[src/rtl/mem_arbiter.sv]
// mem_arbiter: shares one main-memory port between the instruction cache
// (ic) and the data cache (dc), one transaction at a time, round-robin.
//
// Ports:
//   clk, reset                 rising-edge clock, synchronous active-high reset
//   ic_mem_req_* / dc_mem_req_*   per-cache request, address and write-data channels
//   ic_mem_resp_* / dc_mem_resp_* per-cache read response
//   mem_req_* / mem_resp_*     shared memory-side request and response
//   busy                       arbiter is serving a transaction
//   err_stray_resp             sticky: memory responded with no read pending
module mem_arbiter #(
    parameter int ADDR_BITS = 28,
    parameter int DATA_BITS = 128,
    parameter int MASK_BITS = 16
) (
    input  logic                 clk,
    input  logic                 reset,

    input  logic                 ic_mem_req_valid,
    output logic                 ic_mem_req_ready,
    input  logic [ADDR_BITS-1:0] ic_mem_req_addr,
    input  logic                 ic_mem_req_rw,
    input  logic                 ic_mem_req_data_valid,
    output logic                 ic_mem_req_data_ready,
    input  logic [DATA_BITS-1:0] ic_mem_req_data_bits,
    input  logic [MASK_BITS-1:0] ic_mem_req_data_mask,
    output logic                 ic_mem_resp_valid,
    output logic [DATA_BITS-1:0] ic_mem_resp_data,

    input  logic                 dc_mem_req_valid,
    output logic                 dc_mem_req_ready,
    input  logic [ADDR_BITS-1:0] dc_mem_req_addr,
    input  logic                 dc_mem_req_rw,
    input  logic                 dc_mem_req_data_valid,
    output logic                 dc_mem_req_data_ready,
    input  logic [DATA_BITS-1:0] dc_mem_req_data_bits,
    input  logic [MASK_BITS-1:0] dc_mem_req_data_mask,
    output logic                 dc_mem_resp_valid,
    output logic [DATA_BITS-1:0] dc_mem_resp_data,

    output logic                 mem_req_valid,
    input  logic                 mem_req_ready,
    output logic [ADDR_BITS-1:0] mem_req_addr,
    output logic                 mem_req_rw,
    output logic                 mem_req_data_valid,
    input  logic                 mem_req_data_ready,
    output logic [DATA_BITS-1:0] mem_req_data_bits,
    output logic [MASK_BITS-1:0] mem_req_data_mask,
    input  logic                 mem_resp_valid,
    input  logic [DATA_BITS-1:0] mem_resp_data,

    output logic                 busy,
    output logic                 err_stray_resp
);

    typedef enum logic [1:0] {
        IDLE = 2'd0,
        REQ  = 2'd1,
        RESP = 2'd2
    } state_t;

    state_t state;

    // owner_dc: 1 = dc owns the port, 0 = ic (only meaningful outside IDLE)
    // ptr_dc:   1 = dc wins the next contested arbitration
    logic owner_dc;
    logic ptr_dc;
    logic addr_done;
    logic data_done;
    logic err_q;

    // Owner view of the request channels
    logic                 own_valid;
    logic                 own_rw;
    logic                 own_dvalid;
    logic [ADDR_BITS-1:0] own_addr;
    logic [DATA_BITS-1:0] own_bits;
    logic [MASK_BITS-1:0] own_mask;

    always_comb begin
        if (owner_dc) begin
            own_valid  = dc_mem_req_valid;
            own_rw     = dc_mem_req_rw;
            own_dvalid = dc_mem_req_data_valid;
            own_addr   = dc_mem_req_addr;
            own_bits   = dc_mem_req_data_bits;
            own_mask   = dc_mem_req_data_mask;
        end else begin
            own_valid  = ic_mem_req_valid;
            own_rw     = ic_mem_req_rw;
            own_dvalid = ic_mem_req_data_valid;
            own_addr   = ic_mem_req_addr;
            own_bits   = ic_mem_req_data_bits;
            own_mask   = ic_mem_req_data_mask;
        end
    end

    logic in_req;
    logic in_resp;
    logic req_rdy;
    logic dat_rdy;
    logic resp_fwd;
    logic a_hs;
    logic d_hs;
    logic a_all;
    logic d_all;

    assign in_req  = (state == REQ);
    assign in_resp = (state == RESP);

    // Address is issued only once; write data is forwarded until accepted.
    assign mem_req_valid      = in_req & own_valid & ~addr_done;
    assign mem_req_data_valid = in_req & own_dvalid & own_rw & ~data_done;

    // Fields are zero whenever no request phase is active.
    assign mem_req_addr      = in_req ? own_addr : '0;
    assign mem_req_rw        = in_req ? own_rw : 1'b0;
    assign mem_req_data_bits = in_req ? own_bits : '0;
    assign mem_req_data_mask = in_req ? own_mask : '0;

    assign req_rdy = in_req & ~addr_done & mem_req_ready;
    assign dat_rdy = in_req & ~data_done & mem_req_data_ready;

    assign ic_mem_req_ready      = req_rdy & ~owner_dc;
    assign dc_mem_req_ready      = req_rdy & owner_dc;
    assign ic_mem_req_data_ready = dat_rdy & ~owner_dc;
    assign dc_mem_req_data_ready = dat_rdy & owner_dc;

    // Only a response that arrives while waiting for one reaches a cache.
    assign resp_fwd          = in_resp & mem_resp_valid;
    assign ic_mem_resp_valid = resp_fwd & ~owner_dc;
    assign dc_mem_resp_valid = resp_fwd & owner_dc;
    assign ic_mem_resp_data  = mem_resp_data;
    assign dc_mem_resp_data  = mem_resp_data;

    assign busy           = (state != IDLE);
    assign err_stray_resp = err_q;

    // Handshakes of this cycle, merged with those already recorded
    assign a_hs  = mem_req_valid & mem_req_ready;
    assign d_hs  = mem_req_data_valid & mem_req_data_ready;
    assign a_all = addr_done | a_hs;
    assign d_all = data_done | d_hs;

    always_ff @(posedge clk) begin
        if (reset) begin
            state     <= IDLE;
            owner_dc  <= 1'b0;
            ptr_dc    <= 1'b1;
            addr_done <= 1'b0;
            data_done <= 1'b0;
            err_q     <= 1'b0;
        end else begin
            if (mem_resp_valid && !in_resp)
                err_q <= 1'b1;

            unique case (state)
                IDLE: begin
                    addr_done <= 1'b0;
                    data_done <= 1'b0;
                    if (ic_mem_req_valid || dc_mem_req_valid) begin
                        // dc wins if alone, or if contested and it holds priority
                        owner_dc <= dc_mem_req_valid &
                                    (~ic_mem_req_valid | ptr_dc);
                        state    <= REQ;
                    end
                end

                REQ: begin
                    if (!addr_done && !own_valid) begin
                        // Request withdrawn before issue: priority unchanged
                        state <= IDLE;
                    end else if (!own_rw) begin
                        addr_done <= a_all;
                        if (a_hs)
                            state <= RESP;
                    end else begin
                        addr_done <= a_all;
                        data_done <= d_all;
                        if (a_all && d_all) begin
                            state  <= IDLE;
                            ptr_dc <= ~owner_dc;
                        end
                    end
                end

                RESP: begin
                    if (mem_resp_valid) begin
                        state  <= IDLE;
                        ptr_dc <= ~owner_dc;
                    end
                end

                default: state <= IDLE;
            endcase
        end
    end

endmodule

[config.mk]
export PLATFORM = sky130hd
export DESIGN_NAME = mem_arbiter
export DESIGN_NICKNAME = d
export VERILOG_FILES = /design/src/rtl/mem_arbiter.sv
export SDC_FILE = /design/constraint.sdc
export NUM_CORES = 1
export LEC_CHECK = 0
export BUFFER_PORTS_ARGS = -buffer_cell sky130_fd_sc_hd__buf_2
export CAP_MARGIN = 20
export CORE_AREA = 5 5 360 362
export DETAILED_ROUTE_END_ITERATION = 10
export DIE_AREA = 0 0 365 367
export GPL_ROUTABILITY_DRIVEN = 1
export PLACE_DENSITY_LB_ADDON = 0.1
export SETUP_SLACK_MARGIN = 0.1
export SYNTH_ARGS = -nofsm -noshare
export SYNTH_HDL_FRONTEND = slang
export SYNTH_SLANG_ARGS = --single-unit
[constraint.sdc]
create_clock -name clk -period 3.3 [get_ports clk]
set_input_delay 0 -clock clk [delete_from_list [all_inputs] [get_ports clk]]
set_output_delay 0 -clock clk [all_outputs]
set_load 0.01 [all_outputs]
==> metrics.cfg <==
[drt]
antenna_left=0
wl_per_cell_um=14.1
detail_route.drc_violations=0
drt-pass1-iter-count=4
via_count=5425
route.final.wire_length_mm=36.8
avgViaCountPerCell=2.07
detailedRoute.firstIterationViolations=159

[critical_path]
crit-reg2reg-capture=state[1]
termination_of_the_worst_setup_path=mem_req_data_bits[84]
critPathLaunch=owner_dc
end_kind=primary output
slowest_stage=dfxtp_4
worst-path-max-fanout=101
start_kind=flip-flop
critical_path_class=flip-flop to primary output
critical_path.reg2reg.startpoint=owner_dc
r2r.worst_path.cells=4
crit_chain=buf_12, mux2i_1, nor2_1, buf_2
slowest_delay_ns=0.56
worst-endpoint-required_ns=3.30
r2r_slack_ns=1.55
arr_time_crit_path_ns=2.44

[clock_network]
tritoncts=built
cts-buffers-inserted=3
ctsRootBufferMaster=clkbuf_16
post-cts-setup-buffer-count=0
hold_buffers=0
ctsLongestPathBuffers=2
cts-htree-levels=1
clk_transition_reported_paths_ns=0.04
cts_resized=0
clock_sinks=7
clk-insertion-delay-late_ns=0.23

[die]
chipHeight_um=367
placeableCoreArea_mm2=0.126
fp.dieArea_mm2=0.134
ioPinCount=922
initial_core_util=0.0393
dieWidth_um=365
row_count=131

[synthesis]
synth-warning-count=0
synth.ff_latch_count=7
muxShareOfSynthArea=0.356
synth_compound_gate_area_share=0.0181
synthesis.nets=1183
syn_area_mm2=0.00496
synth_area_per_cell_um2=7.09
area_share_of_and_or_nand_nor_cells_after_synthesis=0.167
synth.lib_cells_used.distinct=29
synth_top_family_by_area=buffers and inverters
yosysSeqAreaShare=0.0282
yosys.area_share.adder=0
synth_cells=700
yosys.area_share.xor_xnor=0

[placed_design]
portBuffers=537
finalWeightedCongestion=0.732
dp_hpwl_mm=33.0

[sta]
max-slew-margin-rel=0.294
finClkSkew_ns=0.00191
drv_slew=0
finalSetupViolCount=0
min_period_ns=2.44
tightest_slew_ns=1.06
accumulated_negative_setup_slack_ns=0
report.final.hold_viol_count=0
grt_setup_unrepaired=false
finalCritPeriodShare=0.739
maxClockFrequency_ghz=0.410

[layout]
fraction_of_layout_cells_with_a_size_suffix_above_1=0.580
final_net_count=1432
syn_to_final_growth_pct=56.8

[global_route]
wire_length_of_the_first_global_routing_pass_mm=47.1
largest_net_degree_at_the_start_of_global_routing=108
overall_global_routing_resource_usage=0.0491
number_of_antenna_violations_at_the_first_check_in_global_routing=6
first_global_vias=5815
grt_overflow_total=0

[power_and_ir_drop]
leakage_nw=3.48
power.total_w=0.00157
p_per_area_mw_per_mm2=202
vdd.ir_drop.worst_v=0.000140

[status]
status=completed

[run]
drv.max_cap_violation_count=0

[hold_path]
min_path_type=input port to primary output

cell usage after synthesis:
library cell	number	area share
nand2b_1	6	0.0076
a31oi_1	2	0.0025
and2_1	1	0.0013
nand3b_1	1	0.0015
or2_1	1	0.0013
nor2_1	181	0.14
a32oi_1	1	0.0018
a41o_1	1	0.0020
buf_4	256	0.39
buf_2	32	0.032
mux2i_1	175	0.35
or3_1	1	0.0013
nor3_1	5	0.0050
nor4b_1	3	0.0053
inv_2	2	0.0015
dfxtp_1	7	0.028
inv_1	2	0.0015
nand2_1	1	0.00076
a32o_1	1	0.0020
buf_6	1	0.0023
clkbuf_1	7	0.0053
a311oi_2	1	0.0030
nor2b_1	3	0.0038
a221oi_1	1	0.0018
and3_1	2	0.0025
mux2_4	1	0.0030
buf_1	1	0.00076
a21oi_1	2	0.0020
a211oi_1	2	0.0030
final cells by class:
cell class	instances	area, um^2
Antenna cell	7	17.5
Clock buffer	4	78.8
Fill cell	15000	119000
Inverter	4	15.0
Multi-Input combinational cell	392	2690
Sequential cell	7	144
Tap cell	1662	2080
Timing Repair Buffer	541	2760
worst min-delay path by stage:
| stage | start | cells after the start | slack [ns] | endpoint |
|---|---|---|---|---|
| 6_report | mem_resp_data[77] | 0 | 0.000005 | ic_mem_resp_data[77] |
| 2_1_floorplan | mem_resp_data[0] | 1 | 0.09 | dc_mem_resp_data[0] |
| 5_1_grt | mem_resp_data[109] | 0 | 0.00002 | ic_mem_resp_data[109] |
| 4_1_cts | mem_resp_data[107] | 0 | 0.0001 | dc_mem_resp_data[107] |
| 3_3_place_gp | mem_resp_data[107] | 0 | 0.0001 | dc_mem_resp_data[107] |
| 3_5_place_dp | mem_resp_data[107] | 0 | 0.0001 | dc_mem_resp_data[107] |
worst max-delay path: cells and delay by family (launching register included):
kind	cells	cell delay, ns
DFF	1	0.56
muxes	1	0.50
buffers and inverters	2	0.65
and+or+nand+nor	1	0.07
report_power, final:
part | leakage, nW | internal (W) | total [W] | switching [W]
logic | 3.38 | 0.000552 | 0.00125 | 0.000702
registers | 0.0581 | 0.0000909 | 0.000111 | 0.0000197
clock network | 0.0382 | 0.000161 | 0.000208 | 0.0000474
metrics by stage:
| stage | instance area (um^2) | instances | utilization | hold WS (ns) | setup slack [ns] |
|---|---|---|---|---|---|
| 6_report | 7780 | 2617 | 0.0616 | 0.00000545 | 0.862 |
| 5_1_grt | 7770 | 2610 | 0.0615 | 0.0000218 | 0.765 |
| 4_1_cts | 7770 | 2610 | 0.0615 | 0.000100 | 0.910 |
| 3_5_place_dp | 7690 | 2606 | 0.0608 | 0.000100 | 1.13 |
| 3_3_place_gp | 7690 | 2606 | 0.0608 | 0.000100 | 1.17 |
| 2_1_floorplan | 4960 | 700 | - | 0.0918 | 1.85 |
sequential cells by signal, summed over array words and instances, names as in the netlist:
| name | count |
|---|---|
| data_done | 1 |
| state | 2 |
| owner_dc | 1 |
| err_stray_resp | 1 |
| addr_done | 1 |
| ptr_dc | 1 |
kinds of logic (layout without fill, tap and decap cells):
logic type	Yosys count	count (layout)
AO/OA/AOI/OAI	11	11
buffers and inverters	301	549
flip-flops	7	7
multiplexers	176	176
other	0	7
AND/OR/NAND/NOR	205	205
layout by cell type, fill, tap and decap left out, types with 3 or more instances in the layout:
cell       count
clkbuf_16      3
mux2i_1      175
buf_12         3
nor2_1       181
nand2b_1       5
nor3_1         5
diode_2        7
nor4b_1        3
nor2b_1        3
dfxtp_1        6
buf_2        537
per-layer routing:
layer / wire length [um] / track usage
met1: 12100 / 0.0461
met2: 17800 / 0.0906
met3: 5660 / 0.0266
met4: 1340 / 0.0160
met5: 27 / 0
Power figures use the tool's default switching activity.
